### src/rtl/uart_pkg.sv
// Shared UART definitions: parity encodings, receiver FSM states and the
// rounded oversample tick divider used by both receiver and transmitter.
package uart_pkg;

  localparam int PARITY_NONE = 0;
  localparam int PARITY_ODD  = 1;
  localparam int PARITY_EVEN = 2;

  typedef enum logic [2:0] {
    ST_IDLE,
    ST_START,
    ST_DATA,
    ST_PARITY,
    ST_STOP
  } rx_state_t;

  function automatic int tick_div(input int clk_hz, input int baud, input int os);
    return (clk_hz + baud * os / 2) / (baud * os);
  endfunction

endpackage

### src/rtl/uart_baud_tick.sv
// Oversample tick generator: one-cycle pulse every DIV clocks, first pulse DIV
// cycles after clear; no backpressure, clear restarts the phase immediately.
module uart_baud_tick #(
  parameter int DIV = 1
) (
  input  logic clock,
  input  logic reset,
  input  logic clear,
  output logic tick
);

  localparam int CNT_W = (DIV > 1) ? $clog2(DIV) : 1;
  localparam logic [CNT_W-1:0] CNT_LAST = CNT_W'(DIV - 1);

  logic [CNT_W-1:0] cnt;

  always_ff @(posedge clock) begin
    if (reset || clear) begin
      cnt <= '0;
    end else if (cnt == CNT_LAST) begin
      cnt <= '0;
    end else begin
      cnt <= cnt + CNT_W'(1);
    end
  end

  assign tick = !clear && (cnt == CNT_LAST);

endmodule

### src/rtl/uart_rx_cfg.sv
// Configurable UART receiver with 3-sample majority vote; frame presented one cycle
// after the final stop-bit vote, held until valid&&ready, dropped with overrun if still pending.
module uart_rx_cfg import uart_pkg::*; #(
  parameter int CLOCK_FREQUENCY = 100000000,
  parameter int BAUD_RATE       = 9600,
  parameter int DATA_BITS       = 8,
  parameter int PARITY          = 0,
  parameter int STOP_BITS       = 1,
  parameter int OVERSAMPLE      = 16
) (
  input  logic                 clock,
  input  logic                 reset,
  input  logic                 rx,
  output logic [DATA_BITS-1:0] data,
  output logic                 valid,
  input  logic                 ready,
  output logic                 parity_error,
  output logic                 framing_error,
  output logic                 overrun,
  output logic                 busy
);

  localparam int TICK_DIV = tick_div(CLOCK_FREQUENCY, BAUD_RATE, OVERSAMPLE);
  localparam int OS_W     = $clog2(OVERSAMPLE);
  localparam logic [OS_W-1:0] T_S0   = OS_W'(OVERSAMPLE / 2 - 1);
  localparam logic [OS_W-1:0] T_S1   = OS_W'(OVERSAMPLE / 2);
  localparam logic [OS_W-1:0] T_S2   = OS_W'(OVERSAMPLE / 2 + 1);
  localparam logic [OS_W-1:0] T_LAST = OS_W'(OVERSAMPLE - 1);

  rx_state_t state, state_nxt;

  logic                 rx_meta, rx_s, rx_prev;
  logic                 start_det, tick, vote_pt, vote;
  logic                 s0, s1;
  logic [OS_W-1:0]      t_cnt;
  logic [3:0]           bit_idx;
  logic                 last_data, last_stop, frame_done, exp_par;
  logic [DATA_BITS-1:0] shift;
  logic                 perr_acc, ferr_acc;

  always_ff @(posedge clock) begin
    if (reset) begin
      rx_meta <= 1'b1;
      rx_s    <= 1'b1;
      rx_prev <= 1'b1;
    end else begin
      rx_meta <= rx;
      rx_s    <= rx_meta;
      rx_prev <= rx_s;
    end
  end

  // A line held low (break) never re-arms until rx_s has been seen high again.
  assign start_det = (state == ST_IDLE) && rx_prev && !rx_s;

  uart_baud_tick #(.DIV(TICK_DIV)) u_tick (
    .clock (clock),
    .reset (reset),
    .clear (start_det),
    .tick  (tick)
  );

  assign vote_pt    = tick && (t_cnt == T_S2) && (state != ST_IDLE);
  assign vote       = (s0 & s1) | (s0 & rx_s) | (s1 & rx_s);
  assign last_data  = (bit_idx == 4'(DATA_BITS - 1));
  assign last_stop  = (bit_idx == 4'(STOP_BITS - 1));
  assign frame_done = (state == ST_STOP) && vote_pt && last_stop;
  assign exp_par    = (PARITY == PARITY_ODD) ? ~(^shift) : ^shift;

  always_ff @(posedge clock) begin
    if (reset) state <= ST_IDLE;
    else       state <= state_nxt;
  end

  always_comb begin
    state_nxt = state;
    case (state)
      ST_IDLE:   if (start_det) state_nxt = ST_START;
      ST_START:  if (vote_pt) state_nxt = vote ? ST_IDLE : ST_DATA;
      ST_DATA:   if (vote_pt && last_data)
                   state_nxt = (PARITY != PARITY_NONE) ? ST_PARITY : ST_STOP;
      ST_PARITY: if (vote_pt) state_nxt = ST_STOP;
      ST_STOP:   if (vote_pt && last_stop) state_nxt = ST_IDLE;
      default:   state_nxt = ST_IDLE;
    endcase
  end

  always_comb begin
    busy = (state != ST_IDLE);
  end

  // Bit decisions happen mid-bit; t_cnt keeps running so the next bit stays aligned.
  always_ff @(posedge clock) begin
    if (reset) begin
      t_cnt    <= '0;
      bit_idx  <= '0;
      s0       <= 1'b1;
      s1       <= 1'b1;
      shift    <= '0;
      perr_acc <= 1'b0;
      ferr_acc <= 1'b0;
    end else if (start_det) begin
      t_cnt    <= '0;
      bit_idx  <= '0;
      perr_acc <= 1'b0;
      ferr_acc <= 1'b0;
    end else if (tick && state != ST_IDLE) begin
      t_cnt <= (t_cnt == T_LAST) ? '0 : t_cnt + OS_W'(1);
      if (t_cnt == T_S0) s0 <= rx_s;
      if (t_cnt == T_S1) s1 <= rx_s;
      if (t_cnt == T_S2) begin
        case (state)
          ST_DATA: begin
            shift   <= {vote, shift[DATA_BITS-1:1]};
            bit_idx <= last_data ? 4'd0 : bit_idx + 4'd1;
          end
          ST_PARITY: perr_acc <= (vote != exp_par);
          ST_STOP: begin
            ferr_acc <= ferr_acc | ~vote;
            bit_idx  <= bit_idx + 4'd1;
          end
          default: ;
        endcase
      end
    end
  end

  always_ff @(posedge clock) begin
    if (reset) begin
      data          <= '0;
      valid         <= 1'b0;
      parity_error  <= 1'b0;
      framing_error <= 1'b0;
      overrun       <= 1'b0;
    end else begin
      overrun <= 1'b0;
      if (frame_done) begin
        if (!valid || ready) begin
          data          <= shift;
          parity_error  <= perr_acc;
          framing_error <= ferr_acc | ~vote;
          valid         <= 1'b1;
        end else begin
          overrun <= 1'b1;
        end
      end else if (valid && ready) begin
        valid <= 1'b0;
      end
    end
  end

endmodule

### config.mk
export PLATFORM = sky130hd
export DESIGN_NAME = uart_rx_cfg
export DESIGN_NICKNAME = d
export VERILOG_FILES = /design/src/rtl/uart_pkg.sv /design/src/rtl/uart_baud_tick.sv /design/src/rtl/uart_rx_cfg.sv
export SDC_FILE = /design/constraint.sdc
export NUM_CORES = 1
export LEC_CHECK = 0
export CAP_MARGIN = 20
export CORE_ASPECT_RATIO = 0.6
export CORE_UTILIZATION = 51
export DETAILED_ROUTE_END_ITERATION = 12
export GPL_ROUTABILITY_DRIVEN = 0
export PLACE_DENSITY = 0.77
export SETUP_SLACK_MARGIN = 0.3
export SYNTH_ARGS = -nofsm -noshare
export SYNTH_HDL_FRONTEND = slang
export SYNTH_SLANG_ARGS = --single-unit
### constraint.sdc
create_clock -name clock -period 2.05 [get_ports clock]
set_input_delay 0.205 -clock clock [delete_from_list [all_inputs] [get_ports clock]]
set_output_delay 0.205 -clock clock [all_outputs]
set_load 0.1 [all_outputs]
---- Yosys cells after proc, flatten, opt, wreduce, memory -nomap -nowiden ----
Index checks and enable logic that the tools add are counted.
storage, ports and cells
  register bits after elaboration ......... 48
  output and inout bits ................... 13
  word-level logic and storage cells ...... 94
operators by class
  $add $sub $neg .......................... 3
  eq/ne operators ......................... 17
  muxes and demuxes ....................... 14
  bitwise operators ....................... 9
  reduce and logical (&&, ||, !) cells .... 34
operators with widths
  operator                                              count
  2-to-1 mux 3 bit                                      5
  one-hot mux 3 bit (5 select lines)                    1
  AND reduction 3 bit                                   5
  equality test 4 bit (second input constant)           3
  logical AND 1 bit                                     11
  adder 10 x 1 -> 10 bit (second input constant)        1
  equality test 10 bit (second input constant)          1
  adder 4 x 1 -> 4 bit (second input constant)          2
  equality test 4 x 3 -> 1 bit (second input constant)  2
  2-to-1 mux 4 bit                                      2
  one-hot mux 4 bit (2 select lines)                    1
  XOR reduction 8 bit                                   1
  equality test 3 x 2 -> 1 bit (second input constant)  2
  != test 2 x 1 -> 1 bit (second input constant)        3
  != test 2 bit (second input constant)                 3
  OR reduction 2 bit                                    3
  AND reduction 5 bit                                   1
  zero test 4 bit                                       1
  2-to-1 mux 1 bit                                      4
  AND reduction 2 bit                                   2
  AND reduction 4 bit                                   1
  nonzero test 2 bit                                    2
  AND 1 bit                                             3
  equality test 3 x 1 -> 1 bit (second input constant)  1
  9 further kinds                                       16

---- Depth between registers and ports, before layout ----
  depth after elaboration ................. 11
  mapped depth ............................ 8
  gate-level depth less buffers ........... 7

---- Modules after synthesis ----
A second synthesis with hierarchy kept.
second synthesis, totals
  cell total of the unflattened synthesis .. 228
  area, all modules ....................... 2,217.1 µm²
by module, submodules not included
  module          times used  cells an instance  area an instance (µm²)  seq. area each (µm²)
  uart_rx_cfg     1           177                1,722.9                 760.7
  uart_baud_tick  1           51                 494.2                   200.2

---- Worst setup path after synthesis ----
No wires, ideal clock.
  kind .................................... register to register
  start ................................... register u_tick.cnt[0]
  end ..................................... register data[0]
  setup time .............................. 0.128 ns
  arrival time ............................ 1.927 ns
  required time ........................... 1.922 ns
  path slack .............................. -0.005 ns
  cell stages (with the launch flop) ...... 9
  buffers on the path ..................... 1
  period minus slack after synthesis ...... 2.055 ns
  path through ............................ dfxtp_1 > inv_1 > ha_1 > nand4bb_1 > or3_4 > nor4b_4 > buf_6 > mux2i_1 > nor2_1
on the way
  word-level cells in the longest chain between the ends .. 7
RTL lines
  element                               line                  RTL
  from (decl)                           uart_baud_tick.sv:15  logic [CNT_W-1:0] cnt;
  from (signal assigned)                uart_baud_tick.sv:23  cnt <= cnt + CNT_W'(1);
  equality test 10 bit                  uart_baud_tick.sv:27  assign tick = !clear && (cnt == CNT_LAST);
  logical AND 1 bit                     uart_baud_tick.sv:27
  logical AND 1 bit (2 in a row)        uart_rx_cfg.sv:63     assign vote_pt = tick && (t_cnt == T_S2) && (state != ST_IDLE);
  logical AND 1 bit (2 in a row)        uart_rx_cfg.sv:67     assign frame_done = (state == ST_STOP) && vote_pt && last_stop;
  AND reduction 2 bit (no source line)  --
  to (signal assigned)                  uart_rx_cfg.sv:139    data <= shift;
  to (decl)                             uart_rx_cfg.sv:14     output logic [DATA_BITS-1:0] data,
Every way passes these cells.
A chain may end at the register's enable or synchronous reset.

---- Worst setup path after layout ----
  start ................................... register u_tick.cnt[0]
  end ..................................... register data[5]
The elaborated chain is that of the path after synthesis.

==> results_dict.tcl <==
set metrics [dict create \
    core_mm2 0.00410 \
    start_util_pct 53.3 \
    synth.avg_cell_area_um2 9.53 \
    drc 0 \
    finalClockSkew_ps 6.48 \
    grt_util_all_layers_pct 21.7 \
    cp_top_family "simple AND/OR/NAND/NOR gates" \
    synth.distinct_cells 44 \
    antenna_found_initial 0 \
    endpoint_kind "register" \
    stdcell_count 325 \
    crit_fanout 5 \
    die-area_mm2 0.00456 \
    finalWorstSetupSlack_ps 10.2 \
    wl_met1_mm 2.58 \
    synth_top_area_share_pct 44.0 \
    antenna_left 0 \
    worstPathRequired_ps 2250 \
    netlist_top_cells_count "dfxtp_1, nor2_1, mux2i_1" \
    cp.arrival_ps 2240 \
    path_clk_slew_ps 90 \
    grt_max_degree 23 \
    vias 1659 \
    cts-root-buf "clkbuf_8" \
    routedWlPerCell_um 15.1 \
    clock_path_buffers 2 \
    p_per_area_mw_per_mm2 612 \
    num_antenna_cells 0 \
    synth_top_cell_by_area "dfxtp_1" \
    setup_viol 0 \
    slowest_delay_ps 420 \
    max_freq_ghz 0.490 \
    syn_to_final_growth_pct 27.2 \
    nNetsFinal 275 \
    io_pins 17 \
    r2r_start "u_tick.cnt[0]$_SDFF_PP0_" \
    leakagePower_nw 1.12 \
    synth_most_common_cell "dfxtp_1" \
    slew_viol_final 0 \
    r2r_cells 8 \
    tightest_slew_ps 477 \
    fin_crit_sh_pct 99.5 \
    vdd_ir_drop_max_mv 0.425 \
    synth_nets 240 \
    fill_cells 324 \
    drv_cap 0 \
    top_layer_used "met4" \
    cp_slowest_cell "or3_4" \
    met2_length_mm 2.13 \
    worstSkewPairLatency_ps 310 \
    drt-pass1-iter-count 4 \
    wl_met3_um 172 \
    htree_levels 2 \
    outcome "finished, final reports clean" \
    grt_pass1_wl_mm 7.13 \
    min_period_ps 2040 \
    fp.dieH_um 52.7 \
    ys_async_sr_fraction_pct 0 \
    dpl.hpwl_mm 3.21 \
    reg2reg_to "data[5]$_SDFFE_PP0P_" \
    path_cells "inv_4 -> ha_4 -> nand4bb_4 -> or3_4 -> nor4b_4 -> clkbuf_16 -> mux2i_1 -> nor2_1" \
    cts_buffers 5 \
    worstHoldStart "rx_meta$_SDFF_PP1_" \
    crit_buf_inv 2 \
    synth_edf_count 0 \
    rows 18 \
    port_buffers 16 \
    ys.flop_type "dfxtp_1" \
    start_kind "register" \
    ys_seq_area_share_pct 44.0 \
    cts_tree "yes" \
    hold_path.class "reg -> reg" \
    grt_pass1_vias 1420 \
    grt_overflow 0 \
    synth_area_mm2 0.00218 \
    ys_warn_count 0 \
    wl_mm 4.91 \
    via_per_inst 5.10 \
    synth_cells 229 \
    yosys-top-cells-area "dfxtp_1, mux2i_1, nor2_1" \
    seq_area_um2 968 \
    rsz0062_at_grt "true" \
    die_x_um 86.5 \
    clock_sinks 48 \
    r2r_setup_slack_ps 10 \
    relSlewSlack_pct 68.2 \
    final_hold_viol_count 0 \
    layout-drive-gt1-share_pct 27.2 \
    drtIter0Drc 104 \
    placed_cells 306 \
    path_class "reg -> reg" \
    preCtsSetupSlack_ps 51.9 \
    hold_depth 1 \
    hold-path-endpoint "rx_s$_SDFF_PP1_" \
    ys_ff_latch 48 \
    multiInputGateArea_mm2 0.00128 \
]
==> metal layers <==
| metal | up-vias | global-route usage (%) |
|---|---|---|
| met5 | - | 0 |
| met4 | 0 | 5.28 |
| met3 | 3 | 8.03 |
| met2 | 21 | 30.4 |
| met1 | 781 | 31.0 |
| li1 | 854 | - |
==> repair_timing <==
item | 4_1_cts | 5_1_grt
pin swaps | 5 | 15
setup endpoints to repair | 25 | 40
cloned | 0 | 1
gates resized for setup | 5 | 18
buffers inserted | 7 | 3
hold buffers | 0 | 0
hold endpoints to repair | 0 | 0
==> how the worst max path moves through the flow <==
stage / from / to / slack [ps] / depth (start not counted)
global route: u_tick.cnt[0]$_SDFF_PP0_ / parity_error$_SDFFE_PP0P_ / -40 / 8
global placement: u_tick.cnt[3]$_SDFF_PP0_ / parity_error$_SDFFE_PP0P_ / 100 / 6
detailed placement: u_tick.cnt[3]$_SDFF_PP0_ / data[7]$_SDFFE_PP0P_ / 50 / 6
CTS: u_tick.cnt[0]$_SDFF_PP0_ / data[7]$_SDFFE_PP0P_ / 50 / 8
finish: u_tick.cnt[0]$_SDFF_PP0_ / data[5]$_SDFFE_PP0P_ / 10 / 8
floorplan: u_tick.cnt[4]$_SDFF_PP0_ / data[0]$_SDFFE_PP0P_ / 120 / 6
==> through the flow <==
stage	utilization (%)	total power [W]	hold WS, ps	instance area (um2)	setup TNS (ps)
floorplan	-	0.00101	309	2220	0
global placement	60.1	0.00104	397	2460	0
detailed placement	60.1	0.00104	403	2460	0
CTS	64.7	0.00171	423	2650	0
global route	67.7	0.00176	435	2780	-192
finish	67.7	0.00170	419	2780	0
==> report_power, final <==
group          internal (W)  total [W]  switching (W)  leakage, nW
registers          0.000940   0.000950      0.0000101        0.390
logic             0.0000276  0.0000694      0.0000418        0.677
clock network      0.000362   0.000680       0.000318       0.0552
==> layout make-up <==
class	instances	area share [%]
Clock buffer	6	2.61
Multi-Input combinational cell	167	46.0
Timing Repair Buffer	36	11.6
Clock inverter	2	1.26
Inverter	6	0.901
Sequential cell	48	34.9
Tap cell	60	2.70
==> registers in the layout, summed over array words and instances (netlist names) <==
signal	flops
u_tick.cnt	10
data	8
shift	8
bit_idx	4
t_cnt	4
state	3
ferr_acc	1
framing_error	1
overrun	1
parity_error	1
perr_acc	1
rx_meta	1
rx_prev	1
rx_s	1
s0	1
s1	1
valid	1
==> cells by family after synthesis <==
family / synth area share (%)
multiplexers: 9.17
buffers and inverters: 2.75
flip-flops: 44.0
AO/OA/AOI/OAI: 6.76
adder cells (fa/ha/maj): 4.01
XOR/XNOR: 8.25
AND/OR/NAND/NOR: 25.0
==> cell usage in the layout, fill, tap and decap left out, types with 2 or more instances in the layout <==
cell type,synthesis,routed
dfxtp_2,0,3
o21ai_0,2,2
mux2i_1,20,19
a21o_1,2,2
buf_6,1,4
nor2b_1,5,5
nand2_1,12,8
nand2_2,0,2
nand3_2,0,2
ha_1,7,6
clkdlybuf4s50_1,0,3
dfxtp_1,48,44
inv_1,6,5
xnor2_1,13,12
and3_1,5,5
a21oi_1,8,7
nor2_1,42,42
nand3_1,6,4
xor2_1,5,5
nor3_1,6,5
nor4_4,2,2
clkbuf_8,0,5
buf_4,0,27
nand2b_1,4,4
or2_2,3,3
Power figures use the tool's default switching activity.
